<file path="config.mk">
export PLATFORM = sky130hd
export DESIGN_NAME = vga_plot_arbiter
export DESIGN_NICKNAME = d
export VERILOG_FILES = /design/src/rtl/vga_plot_arbiter.sv
export SDC_FILE = /design/constraint.sdc
export NUM_CORES = 1
export LEC_CHECK = 0
export BUFFER_PORTS_ARGS = -buffer_cell sky130_fd_sc_hd__buf_2
export CAP_MARGIN = 10
export CORE_ASPECT_RATIO = 0.9
export CORE_UTILIZATION = 38
export DETAILED_ROUTE_END_ITERATION = 10
export PLACE_DENSITY = 0.75
export SETUP_SLACK_MARGIN = 0.3
export SLEW_MARGIN = 30
export SYNTH_ARGS = -nofsm -noshare
export SYNTH_HDL_FRONTEND = slang
export SYNTH_SLANG_ARGS = --single-unit
</file>
<file path="constraint.sdc">
create_clock -name clk -period 0.9 [get_ports clk]
set_input_delay 0.045 -clock clk [delete_from_list [all_inputs] [get_ports clk]]
set_output_delay 0.045 -clock clk [all_outputs]
set_load 0.02 [all_outputs]
</file>
<file path="src/rtl/vga_plot_arbiter.sv">
// Two-player pixel-plot arbiter in front of a VGA adapter, with an optional full-screen clear sweep.
// Define PLOT_CLEAR_EN to build the CLEAR state, clear_req handling and the power-on clear.
module vga_plot_arbiter #(
   parameter int         WIDTH        = 100,
   parameter int         HEIGHT       = 100,
   parameter logic [2:0] CLEAR_COLOUR = 3'b000
) (
   input  logic       clk,
   input  logic       reset_n,
   input  logic       clear_req,
   input  logic       p1_req,
   input  logic [6:0] p1_x,
   input  logic [6:0] p1_y,
   input  logic [2:0] p1_colour,
   output logic       p1_ack,
   input  logic       p2_req,
   input  logic [6:0] p2_x,
   input  logic [6:0] p2_y,
   input  logic [2:0] p2_colour,
   output logic       p2_ack,
   output logic [6:0] x,
   output logic [6:0] y,
   output logic [2:0] colour,
   output logic       plot,
   output logic       busy
);

`ifdef PLOT_CLEAR_EN
   localparam int COL_W = (WIDTH > 1) ? $clog2(WIDTH) : 1;
   localparam int ROW_W = (HEIGHT > 1) ? $clog2(HEIGHT) : 1;

   typedef enum logic {ARB = 1'b0, CLEAR = 1'b1} state_t;
   localparam state_t RESET_STATE = CLEAR;
`else
   typedef enum logic {ARB = 1'b0} state_t;
   localparam state_t RESET_STATE = ARB;
`endif

   state_t     state_reg;
   state_t     state_next;

   logic       in_clear;
   logic       clear_go;
   logic [6:0] sweep_x;
   logic [6:0] sweep_y;

   logic       grant1;
   logic       grant2;
   logic       last_p1_reg;

   logic [6:0] x_reg, x_next;
   logic [6:0] y_reg, y_next;
   logic [2:0] colour_reg, colour_next;
   logic       plot_reg, plot_next;
   logic       p1_ack_reg, p1_ack_next;
   logic       p2_ack_reg, p2_ack_next;
   logic       busy_reg, busy_next;

`ifdef PLOT_CLEAR_EN
   logic [COL_W-1:0] col_reg;
   logic [ROW_W-1:0] row_reg;
   logic             sweep_last;

   assign in_clear   = (state_reg == CLEAR);
   assign clear_go   = (state_reg == ARB) && clear_req;
   assign sweep_last = (col_reg == COL_W'(WIDTH - 1)) && (row_reg == ROW_W'(HEIGHT - 1));
   assign sweep_x    = 7'(col_reg);
   assign sweep_y    = 7'(row_reg);

   // Counters idle at zero outside CLEAR, so every sweep starts from (0,0).
   always_ff @(posedge clk) begin
      if (!reset_n || !in_clear) begin
         col_reg <= '0;
         row_reg <= '0;
      end else if (col_reg == COL_W'(WIDTH - 1)) begin
         col_reg <= '0;
         row_reg <= row_reg + 1'b1;
      end else begin
         col_reg <= col_reg + 1'b1;
      end
   end
`else
   logic unused_clear;

   assign unused_clear = clear_req;
   assign in_clear     = 1'b0;
   assign clear_go     = 1'b0;
   assign sweep_x      = 7'd0;
   assign sweep_y      = 7'd0;
`endif

   always_ff @(posedge clk) begin
      if (!reset_n) begin
         state_reg <= RESET_STATE;
      end else begin
         state_reg <= state_next;
      end
   end

   always_comb begin
      state_next = state_reg;
`ifdef PLOT_CLEAR_EN
      case (state_reg)
         ARB:     if (clear_req) state_next = CLEAR;
         CLEAR:   if (sweep_last) state_next = ARB;
         default: state_next = ARB;
      endcase
`endif
   end

   // A clear request wins over both players in the cycle it is seen.
   always_comb begin
      grant1 = 1'b0;
      grant2 = 1'b0;
      if ((state_reg == ARB) && !clear_go) begin
         if (p1_req && p2_req) begin
            grant1 = !last_p1_reg;
            grant2 = last_p1_reg;
         end else begin
            grant1 = p1_req;
            grant2 = p2_req;
         end
      end
   end

   always_ff @(posedge clk) begin
      if (!reset_n) begin
         last_p1_reg <= 1'b0;
      end else if (grant1) begin
         last_p1_reg <= 1'b1;
      end else if (grant2) begin
         last_p1_reg <= 1'b0;
      end
   end

   function automatic logic on_screen(input logic [6:0] px, input logic [6:0] py);
      return (int'(px) < WIDTH) && (int'(py) < HEIGHT);
   endfunction

   always_comb begin
      x_next      = x_reg;
      y_next      = y_reg;
      colour_next = colour_reg;
      plot_next   = 1'b0;
      p1_ack_next = 1'b0;
      p2_ack_next = 1'b0;
      busy_next   = 1'b0;
      if (in_clear) begin
         x_next      = sweep_x;
         y_next      = sweep_y;
         colour_next = CLEAR_COLOUR;
         plot_next   = 1'b1;
         busy_next   = 1'b1;
      end else if (grant1) begin
         x_next      = p1_x;
         y_next      = p1_y;
         colour_next = p1_colour;
         plot_next   = on_screen(p1_x, p1_y);
         p1_ack_next = 1'b1;
      end else if (grant2) begin
         x_next      = p2_x;
         y_next      = p2_y;
         colour_next = p2_colour;
         plot_next   = on_screen(p2_x, p2_y);
         p2_ack_next = 1'b1;
      end
   end

   always_ff @(posedge clk) begin
      if (!reset_n) begin
         x_reg      <= '0;
         y_reg      <= '0;
         colour_reg <= '0;
         plot_reg   <= 1'b0;
         p1_ack_reg <= 1'b0;
         p2_ack_reg <= 1'b0;
         busy_reg   <= 1'b0;
      end else begin
         x_reg      <= x_next;
         y_reg      <= y_next;
         colour_reg <= colour_next;
         plot_reg   <= plot_next;
         p1_ack_reg <= p1_ack_next;
         p2_ack_reg <= p2_ack_next;
         busy_reg   <= busy_next;
      end
   end

   assign x      = x_reg;
   assign y      = y_reg;
   assign colour = colour_reg;
   assign plot   = plot_reg;
   assign p1_ack = p1_ack_reg;
   assign p2_ack = p2_ack_reg;
   assign busy   = busy_reg;

endmodule

</file>
==> results of run 1 <==
path summary, 6_finish.rpt:
kind,startpoint,to
min reg2reg,last_p1_reg,last_p1_reg
max,last_p1_reg,colour[0]
max reg2reg,last_p1_reg,colour[0]
min,p2_colour[2],colour[2]
synthesized netlist by cell type:
cell type  instances  area share, %
buf_8              2            3.1
dfxtp_1           21             43
a21boi_4           1            1.9
o21ai_2            3            2.7
and3_1             1           0.64
buf_6              5            5.7
a21boi_0           1           0.77
clkbuf_4           1           0.77
or2_1              1           0.64
a21bo_1            1            1.0
o21ai_1           11            5.6
nand2_1           34             13
nand2b_1           2            1.3
conb_1             1           0.38
a31oi_1           17             11
buf_2              1           0.51
a31o_1             1           0.89
and2_1             1           0.64
o21ai_0            3            1.5
and4_1             1           0.89
o311ai_0           4            3.6
buf_4              1           0.77
what timing repair did:
item                                    in CTS  in global routing
endpoints found under the hold margin       15                 15
gates cloned                                 0                  0
endpoints found under the setup margin      41                 41
gates resized for setup                     61                  2
setup buffers                                4                  2
worst min-delay path, delay by kind of cell:
family                 cells  cell delay, ns
AO/OA/AOI/OAI              1            0.07
AND/OR/NAND/NOR            1            0.05
buffers and inverters      1            0.09
power groups by stage:
stage,Combinational [uW],Clock (uW),Sequential (uW)
after floorplan,225,0,1150
after global placement,483,0,1060
after detailed placement,494,0,1070
after CTS,605,460,1070
after global routing,672,522,1080
final,623,460,1070
cell type report:
class	count	area (um^2)
Timing Repair Buffer	71	519
Multi-Input combinational cell	83	460
Tap cell	28	35.0
Fill cell	216	958
Sequential cell	21	447
Clock buffer	4	26.3
cells by family (layout without fill, tap and decap cells):
| family | after synthesis | after routing | synth area share (%) |
|---|---|---|---|
| compound gates | 42 | 42 | 28.8 |
| other cells | 1 | 1 | 0.382 |
| buf+inv | 10 | 75 | 10.8 |
| simple gates | 40 | 40 | 17.1 |
| flops | 21 | 21 | 42.9 |
cells in the final DEF, fill, tap and decap left out:
cell type,count
or2_1,1
a21boi_1,1
buf_6,21
buf_2,37
o21ai_1,11
a31oi_1,17
a21boi_4,1
nand2_1,34
and3_1,1
nand2b_1,2
conb_1,1
dfxtp_2,21
o21ai_0,3
buf_4,13
a21bo_4,1
o21ai_2,3
clkbuf_1,1
and2_1,1
o311ai_0,4
clkbuf_4,3
a31o_1,1
and4_1,1
through the flow:
stage               util, %  cell area [um^2]  total power, uW  instances  setup WS, ns
CTS                    60.0              1470             2140        205       -0.0930
detailed placement     51.4              1260             1560        197        -0.281
finish                 60.8              1490             2160        207        -0.114
floorplan                 -               982             1380        114       -0.0756
global route           60.8              1490             2280        207        -0.188
global placement       51.4              1260             1550        197        -0.221
per-layer routing:
metal / up-vias / GRT usage [%] / wire [um]
met4: 0 / 7.50 / 21
met1: 497 / 23.8 / 1200
met5: - / 0 / 0
li1: 536 / - / -
met2: 55 / 34.9 / 1290
met3: 4 / 4.12 / 207
==> qor.csv, run 1 <==
stage,metric,value,unit
timing,Final TNS setup,-1.33,ns
worst_setup_path,CP endpoint kind,register,
timing,final hold vios,13,
grt,vias in the first global route,1006,
power,Pint,1510,uW
worst_setup_path,crit-path max cell delay,0.40,ns
route,DR DRC count,0,
power,Seq pwr share,49.8,%
clock_tree,Sink Count,21,
worst_setup_path,Crit-path slowest cell,dfxtp_2,
outcome,outcome,finished with violations,
synth,Syn. warnings,0,
power,Pleak,0.000700,uW
power,Comb power frac,28.9,%
route,DRT Wirelength,2720,um
timing,clk_skew,0.00635,ns
power,Sw Ratio,29.8,%
synth,syn_nets,153,
worst_setup_path,Crit. path cell count,3,
grt,initial antenna violation count,0,
final_layout,"Area growth, synth to finish",51.7,%
floorplan,I/O pins,60,
floorplan,die height,50.2,um
job,Max Cap Viol,0,
clock_tree,H-tree levels,1,
outcome,violated checks,"hold timing, setup timing",
synth,Mapped Area,981,um^2
worst_setup_path,CP cell instances,a21bo_4 > nand2_1 > a31oi_1,
worst_setup_path,R2R setup slack,-0.11,ns
placement,GPL Wtd Cong,0.858,
timing,RSZ-0062 raised after global routing,true,
placement,number of port buffers,57,
power,Clk pwr share,21.3,%
power,Psw,644,uW
worst_setup_path,FF-to-FF path depth,3,
floorplan,Initial Util,40.1,%
timing,fmax,986,MHz
final_layout,Post-layout nets,219,
worst_setup_path,CP Class,reg2reg,
timing,WHS,-0.0272,ns
power,P per Cell Area,1450,nW/um^2
timing,final worst setup slack,-0.114,ns
grt,largest net degree at the start of global routing,20,
grt,Overflow after GRT,0,
synth,Netlist cell types,22,
clock_tree,Clock Tree Root,clkbuf_4,
final_layout,share of layout cells above drive strength 1,55.9,%
timing,number of setup violations in the final report,18,
synth,Yosys reg bits,21,
hold_path,Hold Path Depth,3,
worst_setup_path,crit path buf inv count,0,
timing,"Slew Viols, Final",0,
worst_setup_path,Setup crit start kind,register,
grt,first-pass GRT wire length,4400,um
synth,Mapped Cells,114,
route,DR iter-0 viols,32,
floorplan,number of cell rows,17,
power,VDD IR max,0.730,mV
worst_setup_path,CP arrival,1.24,ns
placement,dpl hpwl,1880,um
clock_tree,CTS tree,done,
floorplan,die extent in x,55.6,um
route,First-pass DRT Iterations,4,
timing,minimum clock period,1.01,ns
final_layout,antenna diode instance count,0,
synth,sequential-to-total area share from yosys stat,42.9,%
clock_tree,Inserted Clock Buffers,3,
hold_path,worst hold-check path type,in2reg,
worst_setup_path,CP top delay family,compound AO/OA/AOI/OAI gates,
clock_tree,worst-case clock buffer depth,2,
floorplan,core area,2450,um^2
route,Vias,1092,
floorplan,Die Area,2790,um^2
route,"antenna viol nets, final",0,
worst_setup_path,CP required,1.13,ns
clock_tree,clock transition at the registers of the reported paths,0.12,ns
worst_setup_path,crit-path max FO,17,
synth,Post-Syn Area per Cell,8.60,um^2
grt,gr usage total,19.8,%
route,Avg WL per Cell,13.1,um
clock_tree,"Clk Latency, worst-skew pair",0.31,ns
route,DR vias/cell,5.28,
timing,final period utilization,113,%
Power figures use the tool's default switching activity.
==> run 2, diff against run 1 <==
- CORE_UTILIZATION: 38 -> 42
- PLACE_DENSITY: 0.75 -> 0.78
- clock period: 0.9 -> 1.1 ns (I/O delays scaled with it)
==> run 2 against run 1 <==
  * The run now ends clean
  * Sequential power decreased by 18%
  * Via count grew 7.2%
  * Non-clock buffer count is 19 higher
  * First-iteration DRC count is 50% lower
  * Final cell count grew 9.2%
  * Hold slack improved by 0.038 ns
  * Critical endpoint is now y[2]
  * Largest cell class unchanged
  * Highest routed layer unchanged
==> qor.csv, run 2 (synthesized netlist as in run 1, its figures left out) <==
stage,metric,value,unit,change
route,Avg WL per Cell,15.0,um,was 13.1 um
placement,pre-CTS WS,-0.0939,ns,was -0.281 ns
placement,placed insts,192,,was 197
clock_tree,Clock Tree Root,clkbuf_4,,unchanged
power,VDD IR max,0.833,mV,was 0.730 mV
clock_tree,worst-case clock buffer depth,2,,unchanged
route,DR iter-0 viols,16,,was 32
worst_setup_path,CP endpoint kind,register,,unchanged
clock_tree,H-tree levels,1,,unchanged
final_layout,Final Instance Count excl. Fillers,226,,was 207
worst_setup_path,CP Class,reg2reg,,unchanged
grt,first-pass GRT wire length,4620,um,was 4400 um
final_layout,"Area growth, synth to finish",76.3,%,was 51.7%
final_layout,most frequent cells in the layout,"buf_2 (37), nand2_1 (31), dlygate4sd3_1 (23), buf_6 (21), dfxtp_2 (20)",,"was buf_2 (37), nand2_1 (34), dfxtp_2 (21), buf_6 (21), a31oi_1 (17)"
grt,vias in the first global route,1097,,"was 1,006"
route,DR DRC count,0,,unchanged
timing,final hold vios,0,,was 13
hold_path,worst hold-check path type,in2reg,,unchanged
final_layout,antenna diode instance count,0,,unchanged
route,DR vias/cell,5.18,,was 5.28
worst_setup_path,FF-to-FF path depth,4,,was 3
worst_setup_path,crit-path max FO,6,,was 17
power,total chip power,1850,uW,was 2160 uW
hold_path,Hold Startpoint,p1_y[4],,was p2_colour[2]
floorplan,I/O pins,60,,unchanged
worst_setup_path,Worst Setup SP,last_p1_reg,,unchanged
timing,"Slew Viols, Final",0,,unchanged
grt,Overflow after GRT,0,,unchanged
outcome,outcome,"complete, no violations",,was finished with violations
floorplan,die height,47.8,um,was 50.2 um
grt,largest net degree at the start of global routing,22,,was 20
final_layout,Post-layout nets,239,,was 219
floorplan,Die Area,2530,um^2,was 2790 um^2
placement,GPL Wtd Cong,0.769,,was 0.858
floorplan,Initial Util,45.0,%,was 40.1%
placement,dpl hpwl,1760,um,was 1880 um
final_layout,final core utilization,79.2,%,was 60.8%
final_layout,fill count,139,,was 216
route,Vias,1171,,"was 1,092"
clock_tree,Sink Count,21,,unchanged
power,P per Cell Area,1070,nW/um^2,was 1450 nW/um^2
grt,initial antenna violation count,0,,unchanged
route,"antenna viol nets, final",0,,unchanged
timing,minimum clock period,1.07,ns,was 1.01 ns
clock_tree,clock transition at the registers of the reported paths,0.12,ns,about the same
route,First-pass DRT Iterations,4,,unchanged
timing,number of setup violations in the final report,0,,was 18
timing,clk_skew,0.00180,ns,was 0.00635 ns
worst_setup_path,CP required,1.32,ns,was 1.13 ns
timing,RSZ-0062 raised after global routing,true,,unchanged
timing,final worst setup slack,0.0338,ns,was -0.114 ns
clock_tree,Inserted Clock Buffers,3,,unchanged
worst_setup_path,CP arrival,1.29,ns,was 1.24 ns
timing,WHS,0.0111,ns,was -0.0272 ns
clock_tree,"Clk Latency, worst-skew pair",0.30,ns,was 0.31 ns
worst_setup_path,worst r2r src,last_p1_reg,,unchanged
floorplan,core area,2180,um^2,was 2450 um^2
final_layout,share of layout cells above drive strength 1,51.8,%,was 55.9%
floorplan,die extent in x,52.9,um,was 55.6 um
worst_setup_path,Setup crit start kind,register,,unchanged
timing,fmax,938,MHz,was 986 MHz
floorplan,number of cell rows,16,,was 17
power,Pleak,0.000786,uW,was 0.000700 uW
grt,gr usage total,25.3,%,was 19.8%
clock_tree,CTS tree,done,,unchanged
job,Max Cap Viol,0,,unchanged
timing,final period utilization,96.9,%,was 113%
final_layout,"most common cell after layout, fill and taps aside",buf_2,,unchanged
route,DRT Wirelength,3380,um,was 2720 um
placement,number of port buffers,57,,unchanged
hold_path,Hold Path Depth,3,,unchanged
-- run 2: changes by cell type in the layout (fill, tap and decap cells not counted), moves of 2 or more --
cell and change:
a31oi_1 -2, dlygate4sd3_1 +23, buf_4 -4, nand2_2 +3, nand2_1 -3
-- run 2: cell type report --
type	instances	area, um^2	share of cell area, %
Timing Repair Buffer	90	719	41.6
Multi-Input combinational cell	84	499	28.9
Sequential cell	21	449	26.0
Tap cell	27	33.8	1.95
Clock buffer	3	22.5	1.30
Clock inverter	1	5.00	0.289
-- run 2: worst max-delay path, stage by stage, from the launching register on --
cell      delay, ns
dfxtp_4        0.39
a21boi_4       0.18
buf_4          0.17
nand2_1        0.06
a31oi_1        0.18
-- run 2: worst paths after layout --
check               to  slack, ns
setup / recovery  y[2]       0.03
hold / removal    y[4]       0.01
setup reg to reg  y[2]       0.03
hold reg to reg   y[5]       0.54
-- run 2: per-stage QoR --
| step | instance area [um^2] | setup TNS, ns |
|---|---|---|
| after global routing | 1730 | 0 |
| after CTS | 1670 | 0 |
| after detailed placement | 1220 | -1.07 |
| after global placement | 1220 | -0.331 |
| final | 1730 | 0 |
| after floorplan | 982 | 0 |
-- run 2: power by group --
part	switching (uW)	internal [uW]
Sequential	47.2	834
Clock	242	135
Combinational	278	313
Total	567	1280
-- run 2: routing by layer --
layer  up-vias  global-route usage [%]  part of all wire [%]  wire, um
met2        59                    44.8                    50      1700
li1        575                       -                     -         -
met5         -                       0                     0         0
met1       525                    29.8                    40      1350
met3        12                    6.03                   7.0       235
met4         0                    10.5                   3.0       102
-- run 2: timing repair --
item / CTS / global route
pin swaps: 1 / 7
hold buffers: 23 / 0
hold endpoints to repair: 14 / 0
setup endpoints to repair: 39 / 39
gates resized for setup: 61 / 9
setup buffers: 4 / 2
cloned: 0 / 1
